==> src/rtl/fetch_pkg.sv <==
// fetch_pkg: shared types and constants for the instruction prefetch queue.
package fetch_pkg;

   localparam int XLEN = 32;
   localparam logic [XLEN-1:0] PC_STEP = 32'd4;

   // Prefetch control states
   typedef enum logic [1:0] {
      IDLE  = 2'd0,
      RUN   = 2'd1,
      FLUSH = 2'd2
   } fetch_state_t;

   // One queued fetch result: address and the instruction word found there
   typedef struct packed {
      logic [XLEN-1:0] pc;
      logic [XLEN-1:0] instr;
   } fetch_entry_t;

   // Force a fetch address onto a word boundary
   function automatic logic [XLEN-1:0] align_pc(input logic [XLEN-1:0] pc);
      return {pc[XLEN-1:2], 2'b00};
   endfunction

endpackage

==> src/rtl/prefetch_fifo.sv <==
// prefetch_fifo: DEPTH-entry synchronous FIFO of fetch entries with a
// synchronous flush. Head entry is visible on pop_data whenever not empty.
module prefetch_fifo
   import fetch_pkg::*;
#(
   parameter int DEPTH = 4
) (
   input  logic                         clock,
   input  logic                         reset,
   input  logic                         flush,
   input  logic                         push,
   input  fetch_entry_t                 push_data,
   input  logic                         pop,
   output fetch_entry_t                 pop_data,
   output logic                         full,
   output logic                         empty,
   output logic [$clog2(DEPTH+1)-1:0]   count
);

   localparam int AW = $clog2(DEPTH);
   localparam int CW = $clog2(DEPTH+1);

   fetch_entry_t    mem [DEPTH];
   logic [AW-1:0]   wr_ptr_reg;
   logic [AW-1:0]   rd_ptr_reg;
   logic [CW-1:0]   count_reg;

   // Pointer and occupancy bookkeeping; flush empties the queue in one cycle
   always_ff @(posedge clock or negedge reset) begin
      if (!reset) begin
         wr_ptr_reg <= '0;
         rd_ptr_reg <= '0;
         count_reg  <= '0;
      end else if (flush) begin
         wr_ptr_reg <= '0;
         rd_ptr_reg <= '0;
         count_reg  <= '0;
      end else begin
         if (push)
            wr_ptr_reg <= wr_ptr_reg + AW'(1);
         if (pop)
            rd_ptr_reg <= rd_ptr_reg + AW'(1);
         count_reg <= count_reg + CW'(push) - CW'(pop);
      end
   end

   // Entry storage; contents need no reset because count gates visibility
   always_ff @(posedge clock) begin
      if (push && !flush)
         mem[wr_ptr_reg] <= push_data;
   end

   assign pop_data = mem[rd_ptr_reg];
   assign count    = count_reg;
   assign full     = (count_reg == CW'(DEPTH));
   assign empty    = (count_reg == '0);

endmodule

==> src/rtl/instr_prefetch_queue.sv <==
// instr_prefetch_queue: issues sequential instruction fetches, tracks
// in-flight requests with a credit limit of DEPTH, queues returned words and
// discards stale responses after a redirect.
// Optional macro PREFETCH_BYPASS_EN: a response arriving while the queue is
// empty is forwarded to out_* in the same cycle.
module instr_prefetch_queue
   import fetch_pkg::*;
#(
   parameter int              DEPTH    = 4,
   parameter logic [XLEN-1:0] RESET_PC = 32'h0000_0000
) (
   input  logic             clock,
   input  logic             reset,
   input  logic             redirect_valid,
   input  logic [XLEN-1:0]  redirect_pc,
   output logic             imem_req_valid,
   input  logic             imem_req_ready,
   output logic [XLEN-1:0]  imem_req_addr,
   input  logic             imem_rsp_valid,
   input  logic [XLEN-1:0]  imem_rsp_data,
   output logic             out_valid,
   input  logic             out_ready,
   output logic [XLEN-1:0]  out_instr,
   output logic [XLEN-1:0]  out_pc
);

   localparam int CW = $clog2(DEPTH+1);

   fetch_state_t    state_reg, state_next;
   logic [XLEN-1:0] fetch_pc_reg, fetch_pc_next;
   logic [XLEN-1:0] rsp_pc_reg, rsp_pc_next;
   logic [CW-1:0]   outstanding_reg, outstanding_next;
   logic [CW-1:0]   drop_cnt_reg, drop_cnt_next;

   logic            fifo_push, fifo_pop, fifo_full, fifo_empty;
   logic [CW-1:0]   fifo_count;
   fetch_entry_t    fifo_head, push_entry, out_entry;
   logic            out_valid_int;

   logic            req_fire, rsp_accept, rsp_keep, rsp_drop;
   logic [CW:0]     credits_used;

   // Every request in flight or word already queued consumes one slot
   assign credits_used   = {1'b0, outstanding_reg} + {1'b0, fifo_count};
   assign imem_req_valid = (state_reg == RUN) && (credits_used < (CW+1)'(DEPTH));
   assign imem_req_addr  = fetch_pc_reg;
   assign req_fire       = imem_req_valid && imem_req_ready;

   // Responses with nothing outstanding are spurious and ignored
   assign rsp_accept = imem_rsp_valid && (outstanding_reg != '0);
   assign rsp_keep   = rsp_accept && (drop_cnt_reg == '0);
   assign rsp_drop   = rsp_accept && (drop_cnt_reg != '0);

   assign push_entry.pc    = rsp_pc_reg;
   assign push_entry.instr = imem_rsp_data;

`ifdef PREFETCH_BYPASS_EN
   // Empty queue: forward the arriving word directly; store it only if not taken
   assign out_valid_int = !fifo_empty || rsp_keep;
   assign out_entry     = fifo_empty ? push_entry : fifo_head;
   assign fifo_push     = rsp_keep && !redirect_valid && !fifo_full &&
                          !(fifo_empty && out_ready);
   assign fifo_pop      = !fifo_empty && out_ready && !redirect_valid;
`else
   // Output is driven purely from queue storage
   assign out_valid_int = !fifo_empty;
   assign out_entry     = fifo_head;
   assign fifo_push     = rsp_keep && !redirect_valid && !fifo_full;
   assign fifo_pop      = out_valid_int && out_ready && !redirect_valid;
`endif

   assign out_valid = out_valid_int;
   assign out_instr = out_valid_int ? out_entry.instr : '0;
   assign out_pc    = out_valid_int ? out_entry.pc    : '0;

   prefetch_fifo #(
      .DEPTH     (DEPTH)
   ) u_fifo (
      .clock     (clock),
      .reset     (reset),
      .flush     (redirect_valid),
      .push      (fifo_push),
      .push_data (push_entry),
      .pop       (fifo_pop),
      .pop_data  (fifo_head),
      .full      (fifo_full),
      .empty     (fifo_empty),
      .count     (fifo_count)
   );

   // Next-state, PC and counter update; redirect overrides everything else
   always_comb begin
      state_next       = state_reg;
      fetch_pc_next    = fetch_pc_reg;
      rsp_pc_next      = rsp_pc_reg;
      drop_cnt_next    = drop_cnt_reg;
      outstanding_next = outstanding_reg + CW'(req_fire) - CW'(rsp_accept);

      if (req_fire)
         fetch_pc_next = fetch_pc_reg + PC_STEP;
      if (rsp_keep)
         rsp_pc_next = rsp_pc_reg + PC_STEP;
      if (rsp_drop)
         drop_cnt_next = drop_cnt_reg - CW'(1);

      unique case (state_reg)
         IDLE:    state_next = RUN;
         RUN:     state_next = RUN;
         FLUSH:   if (drop_cnt_next == '0) state_next = RUN;
         default: state_next = IDLE;
      endcase

      // Everything still in flight after this cycle belongs to the old stream
      if (redirect_valid) begin
         fetch_pc_next = align_pc(redirect_pc);
         rsp_pc_next   = align_pc(redirect_pc);
         drop_cnt_next = outstanding_next;
         state_next    = (outstanding_next != '0) ? FLUSH : RUN;
      end
   end

   // Control registers with asynchronous active-low reset
   always_ff @(posedge clock or negedge reset) begin
      if (!reset) begin
         state_reg       <= IDLE;
         fetch_pc_reg    <= RESET_PC;
         rsp_pc_reg      <= RESET_PC;
         outstanding_reg <= '0;
         drop_cnt_reg    <= '0;
      end else begin
         state_reg       <= state_next;
         fetch_pc_reg    <= fetch_pc_next;
         rsp_pc_reg      <= rsp_pc_next;
         outstanding_reg <= outstanding_next;
         drop_cnt_reg    <= drop_cnt_next;
      end
   end

endmodule

==> config.mk <==
export PLATFORM = sky130hd
export DESIGN_NAME = instr_prefetch_queue
export DESIGN_NICKNAME = d
export VERILOG_FILES = /design/src/rtl/fetch_pkg.sv /design/src/rtl/prefetch_fifo.sv /design/src/rtl/instr_prefetch_queue.sv
export SDC_FILE = /design/constraint.sdc
export NUM_CORES = 1
export LEC_CHECK = 0
export CORE_UTILIZATION = 40
export CTS_CLUSTER_DIAMETER = 60
export DETAILED_ROUTE_END_ITERATION = 7
export REMOVE_ABC_BUFFERS = 1
export SYNTH_ARGS = -nofsm -noshare
export SYNTH_HDL_FRONTEND = slang
export SYNTH_SLANG_ARGS = --single-unit
==> constraint.sdc <==
create_clock -name clock -period 9.28 [get_ports clock]
set_clock_uncertainty 0.15 [all_clocks]
set_input_delay 1.856 -clock clock [delete_from_list [all_inputs] [get_ports clock]]
set_output_delay 1.856 -clock clock [all_outputs]
set_load 0.1 [all_outputs]
==> results by stage <==
Outcome:
- The run finished with clean final reports.

Place:
- The routability-driven placement congestion ratio is around 0.82.
- Buffers placed on the I/O ports in this run total 161.
- The total half-perimeter wirelength after legalization and detailed placement is 19100 um.
- The post-place setup slack is 3.86 ns.

Die:
- The overall die height is 190 um.
- The number of primary I/O pins is 168.
- The starting utilization of the core area is 0.409.
- In this run the standard cell core region covers ~35000 um2.
- The floorplan die width is 190 um.
- The initialized floorplan defines 68 standard-cell rows.
- The die covers 36300 um2.

Logic synthesis:
- After synthesis the netlist holds a flip-flop and latch count of between 300 and 400.
- In this run the cell area of the synthesized design comes to 14200 um2.
- Of the post-synthesis cell area, the dominant cell type holds 0.525.
- Yosys printed 0 warnings.
- The mean instance size in the synthesized netlist is 14.9 um2.
- The most used flip-flop cell after synthesis is edfxtp_1.
- The share of async-settable or async-resettable flops after synthesis is 0.232.
- Yosys mapped the design onto just under 60 distinct sky130hd cell types.
- The synthesized design spends more area on one cell type than any other, namely edfxtp_1.
- The number of cells produced by synthesis is 950.
- The number of enable flip-flop cells after synthesis is 248.
- Sorting the synthesized cells by area gives the leading types as edfxtp_1 52%, dfrtp_1 13%, mux4_2 9.8%.
- The sequential share of the synthesized area is 0.657.

CTS:
- The clock transition at the register clock pins on the worst setup and hold paths after CTS is 0.06 ns.
- The insertion delay to the later sink of the worst-skew pair is 0.51 ns.
- The clock root buffer is clkbuf_16.
- No sink is reached through more buffers than the 3 on the longest clock path.
- The clock tree synthesis step divided the H-tree into 2 levels.
- Counting the buffers created by CTS gives 36.
- The CTS tree is built.
- After clock tree synthesis, the repair step resized 0 gates.
- The CTS sink count is 323.
- The number of buffers inserted to repair setup after CTS is 0.
- The quantity of hold-fixing buffers added after cts is 0.

Timing:
- At the pin with the least slew margin, the transition time is about 1.1 ns.
- The total negative slack is 0 ns.
- Derived from the worst setup path, the maximum achievable clock frequency is 171 MHz.
- Across all setup checks in the final design, the least slack found is 3.45 ns.
- The final number of setup-violating endpoints is 0.
- The final hold violation count is 0.
- Setup repair after global routing left no endpoint under its margin.
- The relative slew slack is 0.279.
- The time the worst path needs with I/O delays and setup is 5.83 ns.
- The count of pins over their slew limit came to 0.
- In the finished design, the share of the clock period the worst path needs comes to 0.629.

Detailed routing:
- The remaining design rule violation count is 0.
- In this run, the number of DRC markers left after iteration 0 of detailed routing was roughly 520.
- Dividing the detail-routed via count by the number of cells gives 5.55.
- Across all layers, the routed design uses 8774 vias.
- The number of nets still failing antenna checks after routing is 0.
- The final routed wire length divided by cell count is 19.9 um.
- The number of iterations in the first detailed-routing pass is 5.
- After detailed routing, the total wire length is 31500 um.

GRT:
- The first global-routing pass estimated 49000 um of wire.
- The via count of the first global-routing pass is 8606.
- For this run, the total global-route usage over all layers was measured as 0.174.
- The number of antenna violations at the first check in global routing is 0.
- The total congestion overflow is 0.
- The largest net degree at the start of global routing is 71.

Layout:
- Registers take between 9000 and 10000 um2.
- The number of diodes added for antenna fixing is 0.
- The number of flip-flops under the largest register name is approximately 250.
- The area growth from synthesis to layout is 22.2%.
- The number of filler cells placed in the layout is roughly 3.0k.
- In the final layout, the multi-input gates occupy between 4000 and 5000 um2.
- The number of nets in the final layout is 1185.
- In the final layout, the share of cells above drive strength 1 is 0.124.

Worst setup path:
- STA classifies the critical path startpoint as a register.
- The largest fanout on the critical path is 46.
- The category of the critical setup timing path is reg2out.
- The launch point of the worst path is u_fifo.rd_ptr_reg[0].
- In this run the critical register-to-register path is launched from outstanding_reg[2].
- The critical path endpoint category is a primary output.
- The worst path arrival time is 3.83 ns.
- STA puts the critical path data required time at 7.27 ns.

Power and ir drop:
- The analysis attributes to cell leakage a power of around 5.8 nW.
- For this design the ratio of total power to cell area is between 200 and 300 nW/um2.
- The total power after layout is 5.00 mW.
- The peak supply drop is 182 uV.

Run:
- The number of maximum-capacitance constraint violations is 0.

Min path:
- The type of the tightest min-delay check is reg2reg.
- The hold path startpoint is rsp_pc_reg[17].
-- metal layers --
metal | GRT usage | share of wire
met1 | 0.254 | 0.46
met2 | 0.272 | 0.46
met3 | 0.0282 | 0.061
met4 | 0.0440 | 0.017
met5 | 0 | 0
-- worst max-delay path, stage by stage, from the launching register on --
cell and delay [ns]:
dfrtp_4 0.68, buf_4 0.82, mux4_2 0.60, and2_1 0.21, clkdlybuf4s50_1 0.97
-- report_power, final --
group          internal (mW)  total [mW]  switching (mW)
logic                  0.537        1.85            1.31
clock network          0.835        1.39           0.552
registers               1.65        1.77           0.117
-- cell families (layout without fill, tap and decap cells) --
family | count (synthesis) | after routing | synth area share
other | 1 | 4 | 0.000264
DFF | 323 | 323 | 0.657
buffers and inverters | 85 | 258 | 0.0253
muxes | 69 | 69 | 0.104
AOI/OAI and AO/OA | 116 | 116 | 0.0599
and+or+nand+nor | 326 | 326 | 0.129
adders and majority gates | 16 | 16 | 0.0152
xor gates and xnor gates | 14 | 14 | 0.00961
-- cells in the mapped netlist, types with 13 or more instances --
library cell / n
a211oi_1: 27
a31oi_1: 15
and2_1: 70
and3_1: 13
and4_1: 17
clkbuf_1: 39
dfrtp_1: 75
edfxtp_1: 248
ha_1: 14
inv_1: 22
mux4_2: 62
nand2_1: 36
nand3_1: 25
nand4_1: 22
nor2_1: 59
nor3_1: 20
nor4_1: 21
o31ai_1: 15
or4_1: 17
-- path summary, 6_finish.rpt --
kind,end,cells after the start,slack [ns]
worst max register to register,state_reg[1],12,5.39
worst max-delay path,out_pc[22],4,3.45
worst min register to register,u_fifo.mem[2][49],0,0.42
worst min-delay path,u_fifo.mem[2][49],0,0.42
min in group asynchronous,imem_req_addr[13],1,1.31
max in group asynchronous,u_fifo.rd_ptr_reg[0],2,6.53
-- through the flow --
step                      cells  cell area [um2]  hold slack [ns]  utilization
after detailed placement   1516            16200            0.411        0.466
after CTS                  1581            17400            0.421        0.500
final                      1581            17400            0.418        0.500
after global routing       1581            17400            0.438        0.500
after global placement     1516            16200            0.406        0.466
after floorplan             891            13900            0.339            -
-- cell type report --
class                      count  share of cell area
clock buffer                  47              0.0567
inverter                      23             0.00498
tap                          455              0.0328
multi-input combinational    545               0.261
timing repair buffer         170              0.0962
sequential                   323               0.538
clock inverter                18              0.0102
-- cell usage in the layout, fill, tap and decap left out, types with 25 or more instances in the layout --
cell | synthesis | layout
a211oi_1 | 27 | 27
and2_1 | 70 | 66
clkbuf_16 | 0 | 38
clkdlybuf4s50_1 | 0 | 159
dfrtp_1 | 75 | 73
edfxtp_1 | 248 | 248
mux4_2 | 62 | 62
nand2_1 | 36 | 36
nand3_1 | 25 | 25
nor2_1 | 59 | 59
No activity file was read; power rests on OpenSTA's default activity.
